--- src/rtl/clock_manager.sv ---
// Clock manager: PLL lock qualification, downstream reset release and per-channel clock-enable dividers.
// Optional loss counter enabled by defining CLOCK_MANAGER_LOSS_COUNT_EN.
module clock_manager #(
  parameter int CHANNELS    = 2,
  parameter int DIV_WIDTH   = 8,
  parameter int LOCK_DELAY  = 16,
  parameter int DEFAULT_DIV = 3
) (
  input  logic                 clock_in,
  input  logic                 reset,
  input  logic                 pll_locked,
  input  logic                 div_wr,
  input  logic [1:0]           div_sel,
  input  logic [DIV_WIDTH-1:0] div_data,
  output logic                 rst_out,
  output logic                 ready,
  output logic [CHANNELS-1:0]  ce,
  output logic [CHANNELS-1:0]  sq
`ifdef CLOCK_MANAGER_LOSS_COUNT_EN
  ,
  output logic [7:0]           loss_count
`endif
);

  typedef enum logic [1:0] {WAIT_LOCK, STABLE, RUN} state_t;

  localparam logic [15:0] LOCK_LAST = 16'(LOCK_DELAY - 1);

  state_t               state;
  logic                 sync_p0;
  logic                 lock_s;
  logic [15:0]          stable_cnt;
  logic [DIV_WIDTH-1:0] div_r [CHANNELS];
  logic [DIV_WIDTH-1:0] cnt_r [CHANNELS];
  logic                 run_hold;

  // Dividers only advance while RUN is held; the entry edge and every exit edge clear them.
  assign run_hold = (state == RUN) && lock_s;

  always_ff @(posedge clock_in) begin
    if (reset) begin
      sync_p0    <= 1'b0;
      lock_s     <= 1'b0;
      state      <= WAIT_LOCK;
      stable_cnt <= '0;
      ready      <= 1'b0;
      rst_out    <= 1'b1;
`ifdef CLOCK_MANAGER_LOSS_COUNT_EN
      loss_count <= '0;
`endif
    end else begin
      sync_p0 <= pll_locked;
      lock_s  <= sync_p0;
      case (state)
        WAIT_LOCK: begin
          stable_cnt <= '0;
          if (lock_s) state <= STABLE;
        end
        STABLE: begin
          if (!lock_s) begin
            state      <= WAIT_LOCK;
            stable_cnt <= '0;
          end else if (stable_cnt == LOCK_LAST) begin
            state      <= RUN;
            stable_cnt <= '0;
            ready      <= 1'b1;
            rst_out    <= 1'b0;
          end else begin
            stable_cnt <= stable_cnt + 16'd1;
          end
        end
        RUN: begin
          if (!lock_s) begin
            state   <= WAIT_LOCK;
            ready   <= 1'b0;
            rst_out <= 1'b1;
`ifdef CLOCK_MANAGER_LOSS_COUNT_EN
            if (loss_count != 8'hFF) loss_count <= loss_count + 8'd1;
`endif
          end
        end
        default: begin
          state      <= WAIT_LOCK;
          stable_cnt <= '0;
          ready      <= 1'b0;
          rst_out    <= 1'b1;
        end
      endcase
    end
  end

  always_ff @(posedge clock_in) begin
    if (reset) begin
      for (int i = 0; i < CHANNELS; i++) begin
        div_r[i] <= DIV_WIDTH'(DEFAULT_DIV);
        cnt_r[i] <= '0;
      end
      ce <= '0;
      sq <= '0;
    end else begin
      for (int i = 0; i < CHANNELS; i++) begin
        if (div_wr && (div_sel == 2'(i))) begin
          div_r[i] <= div_data;
          cnt_r[i] <= '0;
          ce[i]    <= 1'b0;
          sq[i]    <= sq[i] & run_hold;
        end else if (run_hold) begin
          if (cnt_r[i] == div_r[i]) begin
            cnt_r[i] <= '0;
            ce[i]    <= 1'b1;
            sq[i]    <= ~sq[i];
          end else begin
            cnt_r[i] <= cnt_r[i] + 1'b1;
            ce[i]    <= 1'b0;
          end
        end else begin
          cnt_r[i] <= '0;
          ce[i]    <= 1'b0;
          sq[i]    <= 1'b0;
        end
      end
    end
  end

endmodule

--- config.mk ---
export PLATFORM = sky130hd
export DESIGN_NAME = clock_manager
export DESIGN_NICKNAME = d
export VERILOG_FILES = /design/src/rtl/clock_manager.sv
export SDC_FILE = /design/constraint.sdc
export NUM_CORES = 1
export LEC_CHECK = 0
export ABC_CLOCK_PERIOD_IN_PS = 4830
export CAP_MARGIN = 20
export CORE_UTILIZATION = 60
export CTS_CLUSTER_SIZE = 24
export DETAILED_ROUTE_END_ITERATION = 7
export GPL_TIMING_DRIVEN = 0
export PLACE_DENSITY = 0.84
export SLEW_MARGIN = 20
export SYNTH_ARGS = -nofsm -noshare
export SYNTH_HDL_FRONTEND = slang
export SYNTH_SLANG_ARGS = --single-unit
--- constraint.sdc ---
create_clock -name clock_in -period 4.83 [get_ports clock_in]
set_clock_uncertainty 0.15 [all_clocks]
set_input_delay 0.966 -clock clock_in [delete_from_list [all_inputs] [get_ports clock_in]]
set_output_delay 0.966 -clock clock_in [all_outputs]
set_load 0.05 [all_outputs]
# --- Yosys cells after proc, flatten, opt, wreduce, memory -nomap -nowiden ---
# Memory sizes are Yosys's and may differ from the RTL's.
# Index checks and enable logic that the tools add are counted.
word_totals:
  reg_bits: 26
  latch_bits: 0
  ram_bits: 32
  mem_count: 2
  rom_bits: 0
  out_inout_bits: 6
classes:
  div_mod_pow: 0
  n_reduce_logical: 7
  shifts: 0
  bitwise: 15
  addsub: 3
  muxes: 67
  eq_ne: 13
  n_lt_le_gt_ge: 0
  n_mul: 0
memory_table:
  columns: ["memory", "depth", "word_bits", "rd", "rd_ports_with_merged_regs", "write_ports", "line", "rtl"]
  rows:
  - ["cnt_r", 2, 8, 2, 0, 2, "34", "logic [DIV_WIDTH-1:0] cnt_r [CHANNELS];"]
  - ["div_r", 2, 8, 2, 0, 2, "33", "logic [DIV_WIDTH-1:0] div_r [CHANNELS];"]
ops:
  columns: ["op", "count"]
  rows:
  - ["$mux 8", 10]
  - ["$mux 1", 47]
  - ["$mux 16", 2]
  - ["$pmux 16 s2", 1]
  - ["$add 16x1->16 const B", 1]
  - ["$add 8x1->8 const B", 2]
  - ["$eq 16x4->1 const B", 1]
  - ["$eq 8x8->1", 2]
  - ["$or 1x1->1", 10]
  - ["$mux 2", 4]
  - ["$ne 2x2->1 const B", 4]
  - ["$ne 3x1->1 const B", 2]
  - ["$pmux 1 s3", 2]
  - ["$pmux 2 s3", 1]
  - ["$eq 2x1->1 const B", 2]
  - ["$logic_not 2->1", 2]
  - ["$reduce_and 4->1", 1]
  - ["$logic_and 1x1->1", 3]
  - ["$ne 3x3->1 const B", 1]
  - ["$not 1->1", 3]
  - ["$reduce_and 3->1", 1]
  - ["$and 1x1->1", 2]
  - ["$eq 2x2->1 const B", 1]

# --- Logic depth before layout (Yosys ltp) ---
# Gate-level depths: netlist of the first run.
logic_depth:
  depth_word: 9
  mapped_depth: 6
  depth_no_buf: 5

# --- Least setup slack after synthesis of the first run ---
# Ideal clock, no wire load.
synth_timing:
  path_kind: "in2reg"
  startpoint: "input port reset"
  endpoint: "memory cnt_r[1][5], data pin"
  stages: 4
  path_buffers: 0
  arrival_time_ns: 1.856
  slack_ns: 2.684
  cell_sequence: "nor4bb_1 -> and2_1 -> a21bo_1 -> nor2b_1"
synth_lines:
  columns: ["item", "line", "rtl"]
  rows:
  - ["start: declaration", "10", "input logic reset,"]
  - ["end: declaration", "34", null]

# --- Worst setup path in the final report of the first run ---
layout_timing:
  startpoint: "register sq[0]"
  endpoint: "output port sq[0]"
layout_lines:
  columns: ["item", "line", "rtl"]
  rows:
  - ["start: declaration", "18", "output logic [CHANNELS-1:0] sq"]
  - ["start signal: indexed assignment", "106", "sq[i] <= sq[i] & run_hold;"]
  - ["start signal: indexed assignment", "111", "sq[i] <= ~sq[i];"]
# No word-level cell between the ends.

==> impl_metrics.json, run 1 <==
{
  "grt_start_max_net_pins": 11,
  "syn_area_um2": 2810,
  "min_period_ps": 2610,
  "cts_setup_buffers": 0,
  "finalNetCount": 316,
  "wl_per_cell_um": 14.8,
  "nFillCells": 311,
  "yosysUniqueCellTypes": 49,
  "grt_overflow": 0,
  "synthSimpleGateAreaFrac_pct": 25.9,
  "failed_checks": "design-rule violations",
  "die_h_um": 70.5,
  "numCtsBuffers": 9,
  "critPathRequiredTime_ps": 3710,
  "cts_hold_buf": 0,
  "syn_area_per_cell_um2": 11.1,
  "yosys_register_bits": 58,
  "antenna_left": 0,
  "cts.sinks": 58,
  "wl_um": 5280,
  "clockBufferDepth": 2,
  "rsz0062_at_grt": "false",
  "coreArea_um2": 4440,
  "grt_pass1_wl_um": 8990,
  "io_buffers": 19,
  "final_cell_mix": "32 x edfxtp_1, 26 x dfxtp_1, 22 x nor2_1, 20 x xnor2_1, 19 x clkdlybuf4s50_1",
  "synth_xor_xnor_area_share_pct": 11.2,
  "start_util_pct": 63.3,
  "insertion_delay_ps": 330,
  "synth_top_cell_by_area": "edfxtp_1",
  "die_area_um2": 4970,
  "die_w_um": 70.5,
  "status": "finished, violations left",
  "diodes": 0,
  "boundaryPins": 20,
  "powerDensity_nw_per_um2": 319,
  "setup_violations": 0,
  "drc": 4,
  "synth_top_family_by_area": "simple AND/OR/NAND/NOR gates",
  "vdd_drop_max_uv": 222,
  "grt_pass1_vias": 2013,
  "yosysSeqAreaShare_pct": 52.6,
  "final_common_cell": "edfxtp_1",
  "vias_per_cell": 5.71,
  "setup.worst_path.start_class": "flop",
  "finish.utilization_pct": 74.8,
  "first_pass_iters": 6,
  "crit_path_end_kind": "output port",
  "critical_path.slowest_cell": "clkdlybuf4s50_1",
  "cts_resized": 0,
  "timing.fmax_mhz": 384,
  "hold_class": "reg -> reg",
  "synth-compound-area-share_pct": 5.82,
  "synthCells": 254,
  "setup_tns_ps": 0,
  "grt_usage_pct": 24.2,
  "yosys-top-cells-area": "edfxtp_1 34%, dfxtp_1 18%, xnor2_1 6.2%",
  "drv_cap": 0,
  "worstSetupPathType": "reg -> out",
  "slowest_delay_ps": 810,
  "synthAdderAreaFrac_pct": 1.33,
  "synth.area.mux_share_pct": 0.356,
  "synth_edf_count": 32,
  "slew_violations": 0,
  "ys.flop_type": "edfxtp_1",
  "slew_headroom_pct": 47.6,
  "worstPathMaxFanout": 3,
  "cp.buffers_inverters": 1,
  "row_count": 24,
  "cts_tree": "yes",
  "clk_pin_slew_ps": 60,
  "htree_num_levels": 3,
  "antenna_found_initial": 0,
  "drive_gt1_share_pct": 9.87,
  "place.detailed.hpwl_um": 3810,
  "cpLargestDelayFamily": "buffers and inverters",
  "finalHoldViolCount": 0,
  "area_delta_synth_final_pct": 18.1,
  "synth_top_area_share_pct": 34.1,
  "finalCritPeriodShare_pct": 54.0,
  "ys_warn_count": 0,
  "gp_congestion": 0.847,
  "arrival_ps": 1490,
  "worst_pin_slew_ps": 784,
  "root_buffer": "clkbuf_8",
  "path_cells": "clkdlybuf4s50_1",
  "async_flop_share_pct": 0,
  "p_leak_nw": 1.11,
  "vias": 2033,
  "drtIter0Drc": 132
}
-- cells in the mapped netlist, types with 2 or more instances --
| master | n |
|---|---|
| a211oi_1 | 3 |
| a21oi_1 | 5 |
| a31o_2 | 2 |
| a31oi_1 | 3 |
| and2_1 | 9 |
| and3_1 | 5 |
| and4_1 | 3 |
| buf_2 | 2 |
| buf_6 | 3 |
| clkbuf_1 | 2 |
| dfxtp_1 | 26 |
| edfxtp_1 | 32 |
| ha_1 | 3 |
| inv_1 | 6 |
| nand2_1 | 8 |
| nand2b_1 | 7 |
| nand3_1 | 11 |
| nand3b_1 | 3 |
| nand4_1 | 11 |
| nor2_1 | 22 |
| nor2b_1 | 4 |
| nor3_1 | 13 |
| nor3b_1 | 3 |
| nor4_1 | 5 |
| nor4_2 | 2 |
| o31ai_1 | 2 |
| or4_1 | 3 |
| xnor2_1 | 20 |
| xor2_1 | 16 |
-- layer usage --
metal | track usage [%] | wire length (um)
met5 | 0 | 0
met4 | 11.1 | 95
met3 | 7.22 | 250
met2 | 40.9 | 2650
met1 | 28.1 | 2290
-- report_power, final --
part / leakage (nW) / total (mW) / internal, mW / switching, mW
logic: 0.487 / 0.0573 / 0.0298 / 0.0275
registers: 0.519 / 0.555 / 0.540 / 0.0151
clock network: 0.103 / 0.450 / 0.265 / 0.184
-- through the flow --
stage | instance area (um2) | instances | total power [mW] | setup WS [ps] | hold slack, ps
floorplan | 2870 | 269 | 0.599 | 2680 | 264
global placement | 3130 | 340 | 0.620 | 1940 | 269
detailed placement | 3130 | 340 | 0.623 | 1860 | 292
CTS | 3320 | 356 | 1.07 | 2190 | 307
global route | 3320 | 356 | 1.10 | 2140 | 329
finish | 3320 | 356 | 1.06 | 2220 | 303
-- area by class of cell --
type                            count  area [um2]  area share, %
Sequential cell                    58        1480           44.6
Multi-Input combinational cell    198        1320           39.6
Timing Repair Buffer               19         190           5.72
Clock buffer                       13         159           4.78
Tap cell                           52        65.1           1.96
Buffer                              7        51.3           1.54
Clock inverter                      3        40.0           1.20
Inverter                            6        22.5          0.677
-- worst paths after layout --
check | from | to | slack, ps | cells after the start
setup / recovery | sq[0] | sq[0] | 2220 | 1
hold / removal | sync_p0 | lock_s | 300 | 1
setup reg to reg | cnt_r[1][4] | cnt_r[1][7] | 2680 | 4
hold reg to reg | sync_p0 | lock_s | 300 | 1
-- sequential cells by signal (all words and copies together), names as in the netlist --
name        flops
sq              2
stable_cnt     16
ready           1
rst_out         1
lock_s          1
sync_p0         1
div_r          16
cnt_r          16
ce              2
state           2
-- cell families (layout without fill, tap and decap cells) --
kind of cell | count (synthesis) | in the layout
other | 1 | 16
XOR/XNOR | 36 | 36
flip-flops | 58 | 58
AO/OA/AOI/OAI | 23 | 23
buffers and inverters | 13 | 48
multiplexers | 1 | 1
AND/OR/NAND/NOR | 119 | 119
adder cells (fa/ha/maj) | 3 | 3
No activity file was read; power rests on OpenSTA's default activity.
==> inputs of run 2 (changes only) <==
--- a/config.mk
+++ b/config.mk
@@ -5,13 +5,13 @@
 export SDC_FILE = /design/constraint.sdc
 export NUM_CORES = 1
 export LEC_CHECK = 0
-export ABC_CLOCK_PERIOD_IN_PS = 4830
+export ABC_CLOCK_PERIOD_IN_PS = 2300
 export CAP_MARGIN = 20
-export CORE_UTILIZATION = 60
+export CORE_UTILIZATION = 52
 export CTS_CLUSTER_SIZE = 24
 export DETAILED_ROUTE_END_ITERATION = 7
 export GPL_TIMING_DRIVEN = 0
-export PLACE_DENSITY = 0.84
+export PLACE_DENSITY = 0.78
 export SLEW_MARGIN = 20
 export SYNTH_ARGS = -nofsm -noshare
 export SYNTH_HDL_FRONTEND = slang
==> constraint.sdc (replaced) <==
create_clock -name clock_in -period 2.3 [get_ports clock_in]
set_clock_uncertainty 0.15 [all_clocks]
set_input_delay 0.46 -clock clock_in [delete_from_list [all_inputs] [get_ports clock_in]]
set_output_delay 0.46 -clock clock_in [all_outputs]
set_load 0.05 [all_outputs]
==> impl_metrics.json, run 2 (synthesis results as in run 1) <==
{
  "area_delta_synth_final_pct": 18.5,
  "start_util_pct": 54.4,
  "row_count": 26,
  "grt_usage_pct": 21.3,
  "io_buffers": 19,
  "drv_cap": 0,
  "setup_tns_ps": 0,
  "cts_hold_buf": 0,
  "htree_num_levels": 3,
  "place.detailed.hpwl_um": 3910,
  "wl_per_cell_um": 14.9,
  "first_pass_iters": 4,
  "top_regs": "cnt_r (16), div_r (16), stable_cnt (16)",
  "boundaryPins": 20,
  "cts_setup_buffers": 0,
  "worstPathMaxFanout": 8,
  "design_area_um2": 3340,
  "timing.hold.ws_ps": 296,
  "hold_class": "reg -> reg",
  "grt_pass1_vias": 1951,
  "finalNetCount": 316,
  "powerDensity_nw_per_um2": 659,
  "drtIter0Drc": 118,
  "rsz0062_at_grt": "false",
  "worst_pin_slew_ps": 780,
  "root_buffer": "clkbuf_8",
  "gp_congestion": 0.778,
  "finalHoldViolCount": 0,
  "timing.fmax_mhz": 467,
  "min_period_ps": 2140,
  "die_area_um2": 5710,
  "vdd_drop_max_uv": 508,
  "grt_overflow": 0,
  "slowest_delay_ps": 610,
  "numCtsBuffers": 9,
  "slew_headroom_pct": 47.9,
  "antenna_found_initial": 0,
  "cpLargestDelayFamily": "simple AND/OR/NAND/NOR gates",
  "final_common_cell": "edfxtp_1",
  "drc": 0,
  "cts_tree": "yes",
  "worst_slack_ps": 160,
  "slew_violations": 0,
  "insertion_delay_ps": 340,
  "crit_path_end_kind": "flop",
  "grt_pass1_wl_um": 8750,
  "setup.worst_path.start_class": "flop",
  "die_h_um": 75.6,
  "diodes": 0,
  "antenna_left": 0,
  "pre_cts_slack_ps": -123,
  "arrival_ps": 2070,
  "final_cell_mix": "32 x edfxtp_1, 26 x dfxtp_1, 22 x nor2_1, 20 x xnor2_1, 19 x clkdlybuf4s50_1",
  "place_area_um2": 3150,
  "worstSetupPathType": "reg -> reg",
  "grt_start_max_net_pins": 11,
  "clockBufferDepth": 2,
  "cts_resized": 0,
  "critical_path.slowest_cell": "nor4_1",
  "power_mw": 2.20,
  "status": "complete, no violations",
  "coreArea_um2": 5170,
  "die_w_um": 75.6,
  "path_cells": "xor2_1 -> nor4_1 -> a21bo_1 -> nor2_1",
  "drive_gt1_share_pct": 9.21,
  "vias": 2039,
  "cts.sinks": 58,
  "clk_pin_slew_ps": 60,
  "finalCritPeriodShare_pct": 93.1,
  "cp.buffers_inverters": 0,
  "vias_per_cell": 5.45,
  "wl_um": 5580,
  "critPathRequiredTime_ps": 2230,
  "p_leak_nw": 1.10,
  "setup_violations": 0
}
-- run 2: changes by cell type in the layout (fill, tap and decap cells not counted), sizes merged --
cell / before / now
clkbuf: 15 / 14
clkinv: 2 / 3
-- run 2: metal layers --
| metal | global-route usage (%) | share of wire [%] | vias up |
|---|---|---|---|
| met2 | 37.0 | 52 | 48 |
| met3 | 4.50 | 3.7 | 9 |
| met5 | 0 | 0 | - |
| li1 | - | - | 1011 |
| met4 | 11.9 | 2.0 | 0 |
| met1 | 24.5 | 42 | 971 |
-- run 2: metrics by stage --
| stage | util (%) | instances |
|---|---|---|
| after floorplan | - | 269 |
| after global placement | 60.9 | 358 |
| after detailed placement | 60.9 | 358 |
| after CTS | 64.5 | 374 |
| after global routing | 64.5 | 374 |
| final | 64.5 | 374 |
-- run 2: where the power goes --
part / internal (mW) / switching [mW]
combinational: 0.0626 / 0.0600
sequential: 1.13 / 0.0325
clock: 0.521 / 0.388
total: 1.72 / 0.480
-- run 2: cell type report --
cell class	instances	area, um2
clock inverter	4	42.5
fill	403	1840
buffer	7	51.3
timing repair buffer	19	190
sequential	58	1480
multi-input combinational	198	1320
clock buffer	12	145
inverter	6	22.5
tap	70	87.6
-- run 2: final timing paths --
kind | cells after the start | slack (ps) | startpoint | to
max | 4 | 160 | cnt_r[1][4] | cnt_r[1][3]
min | 1 | 300 | sync_p0 | lock_s
max reg2reg | 4 | 160 | cnt_r[1][4] | cnt_r[1][3]
min reg2reg | 1 | 300 | sync_p0 | lock_s
-- run 2: worst reg2reg max path, cell delays in order (launching register included) --
cell,delay [ps]
edfxtp_1,470
xor2_1,200
nor4_1,610
a21bo_1,360
nor2_1,90
==> inputs of run 3 (changes only) <==
--- a/config.mk
+++ b/config.mk
@@ -5,13 +5,13 @@
 export SDC_FILE = /design/constraint.sdc
 export NUM_CORES = 1
 export LEC_CHECK = 0
-export ABC_CLOCK_PERIOD_IN_PS = 2300
+export ABC_CLOCK_PERIOD_IN_PS = 2400
 export CAP_MARGIN = 20
-export CORE_UTILIZATION = 52
+export CORE_UTILIZATION = 58
 export CTS_CLUSTER_SIZE = 24
 export DETAILED_ROUTE_END_ITERATION = 7
 export GPL_TIMING_DRIVEN = 0
-export PLACE_DENSITY = 0.78
+export PLACE_DENSITY = 0.82
 export SLEW_MARGIN = 20
 export SYNTH_ARGS = -nofsm -noshare
 export SYNTH_HDL_FRONTEND = slang
==> constraint.sdc (replaced) <==
create_clock -name clock_in -period 2.4 [get_ports clock_in]
set_clock_uncertainty 0.15 [all_clocks]
set_input_delay 0.48 -clock clock_in [delete_from_list [all_inputs] [get_ports clock_in]]
set_output_delay 0.48 -clock clock_in [all_outputs]
set_load 0.05 [all_outputs]
==> impl_metrics.json, run 3 (synthesis results as in run 1) <==
{
  "status": "complete, no violations",
  "slew_headroom_pct": 49.0,
  "arrival_ps": 1510,
  "boundaryPins": 20,
  "hold_class": "reg -> reg",
  "clk_pin_slew_ps": 70,
  "worstPathMaxFanout": 3,
  "drtIter0Drc": 120,
  "root_buffer": "clkbuf_8",
  "critical_path.slowest_cell": "clkdlybuf4s50_1",
  "grt_pass1_vias": 1991,
  "slowest_delay_ps": 810,
  "path_cells": "clkdlybuf4s50_1",
  "diodes": 0,
  "vdd_drop_max_uv": 492,
  "antenna_found_initial": 0,
  "grt_start_max_net_pins": 11,
  "cts.sinks": 58,
  "drive_gt1_share_pct": 10.2,
  "slew_violations": 0,
  "die_area_um2": 5130,
  "grt_pass1_wl_um": 8700,
  "setup_tns_ps": 0,
  "top_regs": "cnt_r (16), div_r (16), stable_cnt (16)",
  "setup_violations": 0,
  "final_cell_mix": "32 x edfxtp_1, 26 x dfxtp_1, 22 x nor2_1, 20 x xnor2_1, 19 x clkdlybuf4s50_1",
  "insertion_delay_ps": 340,
  "worst_pin_slew_ps": 763,
  "final_common_cell": "edfxtp_1",
  "gp_congestion": 0.819,
  "start_util_pct": 62.5,
  "cts_resized": 0,
  "finalCritPeriodShare_pct": 89.0,
  "nFillCells": 328,
  "vias_per_cell": 5.69,
  "wl_per_cell_um": 14.6,
  "area_delta_synth_final_pct": 17.7,
  "crit_path_end_kind": "output port",
  "cp.buffers_inverters": 1,
  "drc": 0,
  "p_leak_nw": 1.10,
  "drv_cap": 0,
  "coreArea_um2": 4500,
  "clockBufferDepth": 2,
  "grt_overflow": 0,
  "setup.worst_path.start_class": "flop",
  "htree_num_levels": 3,
  "design_area_um2": 3310,
  "antenna_left": 0,
  "place.detailed.hpwl_um": 3690,
  "finalNetCount": 316,
  "die_w_um": 71.7,
  "worstSetupPathType": "reg -> out",
  "cts_hold_buf": 0,
  "cts_setup_buffers": 0,
  "finalHoldViolCount": 0,
  "min_period_ps": 2140,
  "grt_usage_pct": 22.9,
  "numCtsBuffers": 9,
  "io_buffers": 19,
  "cpLargestDelayFamily": "buffers and inverters",
  "powerDensity_nw_per_um2": 632,
  "wl_um": 5210,
  "die_h_um": 71.7,
  "power_mw": 2.09,
  "vias": 2024,
  "cts_tree": "yes",
  "timing.fmax_mhz": 468,
  "row_count": 24,
  "first_pass_iters": 4,
  "place_area_um2": 3130,
  "rsz0062_at_grt": "false",
  "critPathRequiredTime_ps": 1770
}
==> run 3: power breakdown <==
| group | total (mW) | leakage (nW) | switching (mW) | internal [mW] |
|---|---|---|---|---|
| registers | 1.12 | 0.519 | 0.0310 | 1.09 |
| logic | 0.116 | 0.487 | 0.0561 | 0.0601 |
| clock network | 0.858 | 0.0958 | 0.386 | 0.472 |
==> run 3: final timing paths <==
path | startpoint | end | slack (ps) | depth (start not counted)
setup / recovery | sq[0] | sq[0] | 260 | 1
hold / removal | sq[1] | sq[1] | 330 | 2
hold reg to reg | sq[1] | sq[1] | 330 | 2
setup reg to reg | cnt_r[1][4] | cnt_r[1][5] | 280 | 4
==> run 3: area by class of cell <==
type                       instances  area [um2]  share of cell area [%]
buffer                             7        51.3                    1.55
clock buffer                      10         128                    3.85
clock inverter                     6        57.6                    1.74
inverter                           6        22.5                   0.680
multi-input combinational        198        1320                    39.7
sequential                        58        1480                    44.7
tap                               52        65.1                    1.97
timing repair buffer              19         190                    5.74
==> run 3: per-layer routing <==
metal | GRT usage [%] | wire, um | share of wire [%] | vias up
met5 | 0 | 0 | 0 | -
met4 | 12.4 | 117 | 2.2 | 0
met3 | 5.77 | 163 | 3.1 | 12
met2 | 40.0 | 2670 | 51 | 41
met1 | 25.6 | 2260 | 43 | 955
li1 | - | - | - | 1016
==> run 3: stage by stage <==
stage / util [%] / hold WS (ps) / setup WS, ps / std cells
global route: 73.5 / 345 / 122 / 356
detailed placement: 69.4 / 277 / -50.3 / 340
finish: 73.5 / 330 / 265 / 356
floorplan: - / 264 / 704 / 269
global placement: 69.4 / 270 / 5.28 / 340
CTS: 73.5 / 328 / 246 / 356
